==> config.mk <==
export PLATFORM = sky130hd
export DESIGN_NAME = gbn_rx_check
export DESIGN_NICKNAME = d
export VERILOG_FILES = /design/src/rtl/gbn_rx_check.sv
export SDC_FILE = /design/constraint.sdc
export NUM_CORES = 1
export LEC_CHECK = 0
export CAP_MARGIN = 15
export CORE_AREA = 8 8 206 208
export DETAILED_ROUTE_END_ITERATION = 8
export DIE_AREA = 0 0 214 216
export GPL_ROUTABILITY_DRIVEN = 0
export MAX_ROUTING_LAYER = met4
export SYNTH_ARGS = -nofsm -noshare
export SYNTH_HDL_FRONTEND = slang
export SYNTH_SLANG_ARGS = --single-unit
export TNS_END_PERCENT = 100
==> constraint.sdc <==
create_clock -name aclk -period 9.7 [get_ports aclk]
set_input_delay 0.97 -clock aclk [delete_from_list [all_inputs] [get_ports aclk]]
set_output_delay 0.97 -clock aclk [all_outputs]
set_load 0.01 [all_outputs]
==> src/rtl/gbn_rx_check.sv <==
`default_nettype none
// ============================================================================
//  Module      : gbn_rx_check
//  Description : Go-Back-N receive checker. Consumes UDP header + payload,
//                strips the leading GBN beat, forwards in-order DATA packets
//                (header length reduced by 8), drops duplicates/gaps/control
//                packets and raises cumulative ACK / single NACK requests via
//                a one-entry response register.
//  Options     : GBN_RX_STATS_EN - when defined, stat_accept/stat_drop/
//                stat_nack are saturating counters; otherwise tied to 0.
//  Revision    : 1.0 - initial release
// ============================================================================
module gbn_rx_check #(
  parameter logic [31:0] INIT_SEQ  = 32'd1,
  parameter int          HDR_WIDTH = 112
) (
  input  logic                 aclk,
  input  logic                 aresetn,

  input  logic [HDR_WIDTH-1:0] s_udp_hdr_data,
  input  logic                 s_udp_hdr_valid,
  output logic                 s_udp_hdr_ready,

  input  logic [63:0]          s_udp_payload_axis_tdata,
  input  logic [7:0]           s_udp_payload_axis_tkeep,
  input  logic                 s_udp_payload_axis_tvalid,
  output logic                 s_udp_payload_axis_tready,
  input  logic                 s_udp_payload_axis_tlast,
  input  logic                 s_udp_payload_axis_tuser,

  output logic [HDR_WIDTH-1:0] m_usr_hdr_data,
  output logic                 m_usr_hdr_valid,
  input  logic                 m_usr_hdr_ready,

  output logic [63:0]          m_usr_payload_axis_tdata,
  output logic [7:0]           m_usr_payload_axis_tkeep,
  output logic                 m_usr_payload_axis_tvalid,
  input  logic                 m_usr_payload_axis_tready,
  output logic                 m_usr_payload_axis_tlast,
  output logic                 m_usr_payload_axis_tuser,

  output logic [39:0]          m_ack_data,
  output logic                 m_ack_valid,
  input  logic                 m_ack_ready,

  output logic [31:0]          expected_seq,
  output logic [31:0]          stat_accept,
  output logic [31:0]          stat_drop,
  output logic [31:0]          stat_nack
);

  localparam logic [7:0] TYPE_ACK  = 8'd1;
  localparam logic [7:0] TYPE_NACK = 8'd2;
  localparam logic [7:0] TYPE_DATA = 8'd3;

  typedef enum logic [2:0] {
    ST_IDLE    = 3'd0,
    ST_GBN     = 3'd1,
    ST_HDR_OUT = 3'd2,
    ST_PASS    = 3'd3,
    ST_DROP    = 3'd4
  } state_t;

  state_t      state;
  logic        hdr_ready_q;   // header intake enable (IDLE only)
  logic        rx_ready_q;    // payload sink enable in GBN / DROP
  logic        usr_hdr_valid_q;
  logic        nack_sent;

  // Payload handshake and pass-through steering
  logic        in_pass;
  logic        hdr_fire;
  logic        pay_fire;

  assign in_pass                   = (state == ST_PASS);
  assign s_udp_hdr_ready           = hdr_ready_q;
  assign s_udp_payload_axis_tready = in_pass ? m_usr_payload_axis_tready : rx_ready_q;
  assign hdr_fire                  = s_udp_hdr_valid & hdr_ready_q;
  assign pay_fire                  = s_udp_payload_axis_tvalid & s_udp_payload_axis_tready;

  assign m_usr_hdr_valid           = usr_hdr_valid_q;
  assign m_usr_payload_axis_tvalid = in_pass & s_udp_payload_axis_tvalid;
  assign m_usr_payload_axis_tdata  = s_udp_payload_axis_tdata;
  assign m_usr_payload_axis_tkeep  = s_udp_payload_axis_tkeep;
  assign m_usr_payload_axis_tlast  = s_udp_payload_axis_tlast;
  assign m_usr_payload_axis_tuser  = s_udp_payload_axis_tuser;

  // GBN beat decode; the sign of (seq - expected) orders sequence numbers
  // across the 2^32 wrap.
  logic        gbn_beat;
  logic [7:0]  beat_type;
  logic [31:0] beat_seq;
  logic [31:0] seq_diff;
  logic        beat_is_data;
  logic        seq_match;
  logic        seq_behind;
  logic        seq_ahead;

  assign gbn_beat     = (state == ST_GBN) & pay_fire;
  assign beat_type    = s_udp_payload_axis_tdata[7:0];
  assign beat_seq     = s_udp_payload_axis_tdata[39:8];
  assign seq_diff     = beat_seq - expected_seq;
  assign beat_is_data = (beat_type == TYPE_DATA);
  assign seq_match    = (seq_diff == 32'd0);
  assign seq_behind   = seq_diff[31];
  assign seq_ahead    = ~seq_diff[31] & ~seq_match;

  // Classified events; a GBN beat carrying tlast never produces a response.
  logic        data_beat;
  logic        ev_inorder;
  logic        ev_dup;
  logic        ev_nack;
  logic        ev_accept;

  assign data_beat  = gbn_beat & ~s_udp_payload_axis_tlast & beat_is_data;
  assign ev_inorder = data_beat & seq_match;
  assign ev_dup     = data_beat & seq_behind;
  assign ev_nack    = data_beat & seq_ahead & ~nack_sent;
  assign ev_accept  = in_pass & pay_fire & s_udp_payload_axis_tlast
                      & ~s_udp_payload_axis_tuser;

  // Response request: at most one source can fire in any cycle.
  logic        ack_req;
  logic [39:0] ack_req_data;

  assign ack_req = ev_accept | ev_dup | ev_nack;

  always_comb begin
    ack_req_data = {expected_seq, TYPE_ACK};
    if (ev_nack) begin
      ack_req_data = {expected_seq, TYPE_NACK};
    end else if (ev_dup) begin
      ack_req_data = {expected_seq - 32'd1, TYPE_ACK};
    end
  end

  // Output header: length field reduced by the 8-byte GBN beat.
  logic [HDR_WIDTH-1:0] hdr_adj;
  assign hdr_adj = {s_udp_hdr_data[HDR_WIDTH-1 -: 16] - 16'd8,
                    s_udp_hdr_data[HDR_WIDTH-17:0]};

  // Packet sequencing FSM with registered handshake outputs
  always_ff @(posedge aclk or negedge aresetn) begin
    if (!aresetn) begin
      state           <= ST_IDLE;
      hdr_ready_q     <= 1'b0;
      rx_ready_q      <= 1'b0;
      usr_hdr_valid_q <= 1'b0;
      m_usr_hdr_data  <= '0;
      expected_seq    <= INIT_SEQ;
      nack_sent       <= 1'b0;
    end else begin
      case (state)
        ST_IDLE: begin
          if (hdr_fire) begin
            m_usr_hdr_data <= hdr_adj;
            hdr_ready_q    <= 1'b0;
            rx_ready_q     <= 1'b1;
            state          <= ST_GBN;
          end else begin
            hdr_ready_q    <= 1'b1;
          end
        end
        ST_GBN: begin
          if (gbn_beat) begin
            if (s_udp_payload_axis_tlast) begin
              rx_ready_q  <= 1'b0;
              hdr_ready_q <= 1'b1;
              state       <= ST_IDLE;
            end else if (ev_inorder) begin
              rx_ready_q      <= 1'b0;
              usr_hdr_valid_q <= 1'b1;
              state           <= ST_HDR_OUT;
            end else begin
              state <= ST_DROP;
            end
            if (ev_nack) begin
              nack_sent <= 1'b1;
            end
          end
        end
        ST_HDR_OUT: begin
          if (m_usr_hdr_ready) begin
            usr_hdr_valid_q <= 1'b0;
            state           <= ST_PASS;
          end
        end
        ST_PASS: begin
          if (pay_fire && s_udp_payload_axis_tlast) begin
            hdr_ready_q <= 1'b1;
            state       <= ST_IDLE;
            if (!s_udp_payload_axis_tuser) begin
              expected_seq <= expected_seq + 32'd1;
              nack_sent    <= 1'b0;
            end
          end
        end
        ST_DROP: begin
          if (pay_fire && s_udp_payload_axis_tlast) begin
            rx_ready_q  <= 1'b0;
            hdr_ready_q <= 1'b1;
            state       <= ST_IDLE;
          end
        end
        default: begin
          rx_ready_q      <= 1'b0;
          usr_hdr_valid_q <= 1'b0;
          hdr_ready_q     <= 1'b0;
          state           <= ST_IDLE;
        end
      endcase
    end
  end

  // Single-entry response register; a newer request replaces a pending one
  always_ff @(posedge aclk or negedge aresetn) begin
    if (!aresetn) begin
      m_ack_valid <= 1'b0;
      m_ack_data  <= '0;
    end else if (ack_req) begin
      m_ack_valid <= 1'b1;
      m_ack_data  <= ack_req_data;
    end else if (m_ack_ready) begin
      m_ack_valid <= 1'b0;
    end
  end

`ifdef GBN_RX_STATS_EN
  // Dropped packet: terminated from DROP, or a GBN beat that also ends it
  logic ev_drop;
  assign ev_drop = ((state == ST_DROP) & pay_fire & s_udp_payload_axis_tlast)
                   | (gbn_beat & s_udp_payload_axis_tlast);

  // Saturating statistics counters
  always_ff @(posedge aclk or negedge aresetn) begin
    if (!aresetn) begin
      stat_accept <= '0;
      stat_drop   <= '0;
      stat_nack   <= '0;
    end else begin
      if (ev_accept && (stat_accept != 32'hFFFF_FFFF)) begin
        stat_accept <= stat_accept + 32'd1;
      end
      if (ev_drop && (stat_drop != 32'hFFFF_FFFF)) begin
        stat_drop <= stat_drop + 32'd1;
      end
      if (ev_nack && (stat_nack != 32'hFFFF_FFFF)) begin
        stat_nack <= stat_nack + 32'd1;
      end
    end
  end
`else
  assign stat_accept = 32'd0;
  assign stat_drop   = 32'd0;
  assign stat_nack   = 32'd0;
`endif

endmodule
`default_nettype wire
==> summary.md <==
| Metric | Value |
|---|---|
| Result of the run | `finished clean` |
| Worst endpoint data arrival time | `6.01 ns` |
| Per-instance average area after synthesis | `8.517 sq um` |
| Detailed router's first-iteration violation count | `596` |
| Max-slew headroom at the worst pin | `between 20 and 25%` |
| CTS sink cnt | `~190` |
| Largest stage delay, worst path | `0.79 ns` |
| YS warnings | `0` |
| Vias in the first global route | `10.27k` |
| MaxCap Viol Count | `0` |
| Initial Util | `29.41%` |
| Maximum fanout count along the critical path | `18` |
| Maximum number of pins on one net before global-route repair | `between 100 and 150` |
| Endpoint kind of the worst setup timing path | `flip-flop` |
| Number of rows created at floorplan | `73` |
| Overall power of the completed layout | `3.098 mW` |
| Share of the cycle needed by the critical path after routing | `58.65%` |
| Clock tree skew after final layout | `between 0.015 and 0.02 ns` |
| Async set-or-reset flop fraction in the synthesized netlist | `100.0%` |
| Share of total power in sequential cells | `between 30% and 40%` |
| Worst path buffer plus inverter count | `2` |
| RSZ-0062 raised after global routing | `no` |
| Postcts setup bufs | `0` |
| Cells after synthesis | `1353` |
| Measured slew at the worst slew-check pin | `1.136 ns` |
| Maximum clock path buffer count | `2` |
| Total of flip-flops plus latches after synthesis | `186` |
| Final HPWL from detailed placement | `32180 um` |
| First-pass GRT wire length | `61710 um` |
| Number of filler cells placed in the layout | `3967` |
| Initial antenna violation count | `0` |
| Clock root buffer | `sky130_fd_sc_hd__clkbuf_16` |
| TritonCTS clock tree | `done` |
| Total Negative Setup Slacks | `0 ns` |
| Number of remaining DRC errors | `0` |
| Die footprint | `46220 sq um` |
| Cell class contributing the biggest share of worst-path delay | `compound AO/OA/AOI/OAI gates` |
| Number of inserted diodes | `0` |
| Wirelength per Cell | `roughly 18 um` |
| Cell mode on critical path | `sky130_fd_sc_hd__a21oi_1` |
| H-tree levels | `4` |
| Antenna viol nets, final | `0` |
| Core region area | `roughly 39000 sq um` |
| Static leakage | `about 6.9 nW` |
| Class of the most critical setup path | `in2reg` |
| Power Dens Cells | `199.0 nW/um^2` |
| Highest Clock Rate | `approximately 180 MHz` |
| Part of the power in the clock network | `~24%` |
| Worst endpoint required time | `about 10 ns` |
| Number of top-level design ports | `552` |
| Via/cell ratio | `4.545` |
| Peak supply drop | `0.1114 mV` |
| Reported net switching power | `1.084 mW` |
| Final hold vios | `0` |
| Minimum clock period | `5.689 ns` |
| Finish-stage setup viols | `0` |
| Count of input and output buffers | `385` |
| Die W | `around 210 um` |
| Critical Path Start Type | `input port` |
| Final layout net count | `1865` |
| Area of the mapped netlist | `11520 sq um` |
| Number of unique standard cell types used by synthesis | `68` |
| Kind of path behind the tightest hold check | `reg2reg` |
| Register-to-register setup slack | `4.37 ns` |
| Area growth from synthesis to final layout | `35.08%` |
| Worst-Skew Late Latency | `0.43 ns` |
| Internal | `2.014 mW` |
| Global route total overflow | `0` |
| Net Sw Frac | `34.98%` |
| Vertical extent of the die | `216 um` |
| Total routing resource utilization after global routing | `17.32%` |
| Number of enable flip-flop cells after synthesis | `0` |
| Post-cts hold buffer count | `0` |
| Total via count after detailed routing | `between 9k and 10k` |
| Number of gates given a new drive strength after cts | `0` |
| Logic pwr share | `39.2%` |
| Fraction of final layout cells sized beyond drive strength 1 | `4.482%` |
| Register clock-pin slew on the reported worst setup and hold paths | `0.07 ns` |
| TritonCTS Buffers | `17` |
| WL final | `around 40000 um` |
| Length of the first detailed-routing pass in iterations | `5` |
| Final Slew Violations | `0` |
| Dominant register cell in the synthesized netlist | `sky130_fd_sc_hd__dfrtp_1` |
| Critical path, cell by cell | `clkdlybuf4s50_1 -> ha_1 -> a21oi_1 -> o21ai_0 -> o31ai_1 -> nor3b_1 -> o211ai_1 -> a21oi_1 -> nor4b_1 -> nand2_1 -> o31ai_4 -> buf_4 -> mux2_2` |
| Sequential fraction of the synthesis area | `between 40% and 50%` |
| Cell with the biggest individual delay on the critical path | `sky130_fd_sc_hd__o31ai_4` |
## tightest hold or removal path, cell delays in order (launching register included)
cell and delay, ns:
sky130_fd_sc_hd__dfrtp_1 0.34, sky130_fd_sc_hd__nand2_1 0.05, sky130_fd_sc_hd__nand2_1 0.06
## state kept, by name, indices dropped and copies added (netlist names)
signal,cells
m_usr_hdr_valid,1
s_udp_hdr_ready,1
rx_ready_q,1
nack_sent,1
expected_seq,32
m_usr_hdr_data,112
m_ack_valid,1
state,3
m_ack_data,34
## cell families after synthesis
kind of cell | count (synthesis) | share of synthesized area [%]
XOR/XNOR | 87 | 6.678
adder cells (fa/ha/maj) | 34 | 3.692
AO/OA/AOI/OAI | 166 | 9.088
other | 1 | 0.03254
flip-flops | 186 | 40.40
buffers and inverters | 274 | 14.84
AND/OR/NAND/NOR | 570 | 21.88
multiplexers | 35 | 3.388
## metal layers
layer / track usage (%) / vias up / part of all wire, %
met5: - / - / 0
met4: 4.349 / 0 / 1.8
met3: 4.462 / 39 / 6.4
met2: 28.75 / 374 / 49
met1: 20.82 / 4682 / 43
li1: - / 4794 / -
## cells in the final DEF (no fill, tap or decap), types with 22 or more instances in the layout
master                            synthesis  final
sky130_fd_sc_hd__clkdlybuf4s50_1          0    384
sky130_fd_sc_hd__nand2_1                365    364
sky130_fd_sc_hd__dfrtp_1                185    185
sky130_fd_sc_hd__conb_1                   1    102
sky130_fd_sc_hd__xnor2_1                 77     77
sky130_fd_sc_hd__nor2_1                  61     61
sky130_fd_sc_hd__o21ai_0                 50     50
sky130_fd_sc_hd__inv_1                   48     48
sky130_fd_sc_hd__a21oi_1                 45     45
sky130_fd_sc_hd__ha_1                    34     34
sky130_fd_sc_hd__nor3_1                  27     27
sky130_fd_sc_hd__nand4_1                 23     23
sky130_fd_sc_hd__nand3_1                 22     22
## synthesized netlist by cell type (all sizes together) (4+ instances only)
library cell / n / share of area [%]
nand3: 23 / 1.0
nor2: 61 / 2.0
dfrtp: 185 / 40
nand4: 23 / 1.2
nand2b: 10 / 0.54
o21a: 7 / 0.46
a21o: 8 / 0.52
o31ai: 5 / 0.45
or3: 6 / 0.33
a211oi: 6 / 0.39
nor2b: 7 / 0.38
xor2: 9 / 0.68
inv: 48 / 1.6
nand2: 365 / 12
mux2: 32 / 3.1
o211ai: 4 / 0.26
a31oi: 7 / 0.38
or4: 8 / 0.65
nand3b: 4 / 0.26
nor3: 29 / 1.3
xnor2: 78 / 6.0
a21oi: 46 / 2.0
o21ai: 51 / 2.2
ha: 34 / 3.7
buf: 187 / 12
clkbuf: 39 / 1.3
nor4: 15 / 0.87
and4: 5 / 0.38
o41ai: 5 / 0.38
o21bai: 4 / 0.29
## power groups by stage
stage          Combinational [mW]  Clock, mW  Sequential (mW)
3_5_place_dp                 1.24          0             1.15
4_1_cts                      1.24      0.778             1.14
5_1_grt                      1.33      0.803             1.17
2_1_floorplan               0.462          0             1.24
3_3_place_gp                 1.22          0             1.14
6_report                     1.21      0.745             1.14
## worst paths after layout
check	from	depth (start not counted)	to
setup / recovery	s_udp_payload_axis_tdata[13]	13	m_ack_data[9]$_DFFE_PN0P_
min in group asynchronous	aresetn	1	m_usr_hdr_data[87]$_DFFE_PN0P_
hold reg to reg	m_usr_hdr_data[7]$_DFFE_PN0P_	2	m_usr_hdr_data[7]$_DFFE_PN0P_
hold / removal	m_usr_hdr_data[7]$_DFFE_PN0P_	2	m_usr_hdr_data[7]$_DFFE_PN0P_
max in group asynchronous	aresetn	2	m_usr_hdr_data[13]$_DFFE_PN0P_
setup reg to reg	expected_seq[3]$_DFFE_PN0P_	13	m_ack_data[9]$_DFFE_PN0P_
## area by class of cell
type	instances	area, sq um	area share, %
Clock buffer	20	466.7	2.998
Clock inverter	12	153.9	0.9887
Inverter	48	180.2	1.157
Multi-Input combinational cell	994	5550	35.66
Sequential cell	186	4656	29.91
Tap cell	525	656.9	4.220
Timing Repair Buffer	391	3902	25.07
## metrics by stage
stage / worst slack (ns) / instances / utilization, % / hold WS [ns] / instance area [sq um]
finish: 4.011 / 2176 / 39.73 / 0.4748 / 15570
global route: 3.851 / 2176 / 39.73 / 0.4973 / 15570
CTS: 4.176 / 2176 / 39.73 / 0.4789 / 15570
floorplan: 5.276 / 1454 / - / 0.4984 / 11900
global placement: 3.843 / 2144 / 38.14 / 0.4565 / 14950
detailed placement: 3.730 / 2144 / 38.14 / 0.4608 / 14950
Power figures use the tool's default switching activity.
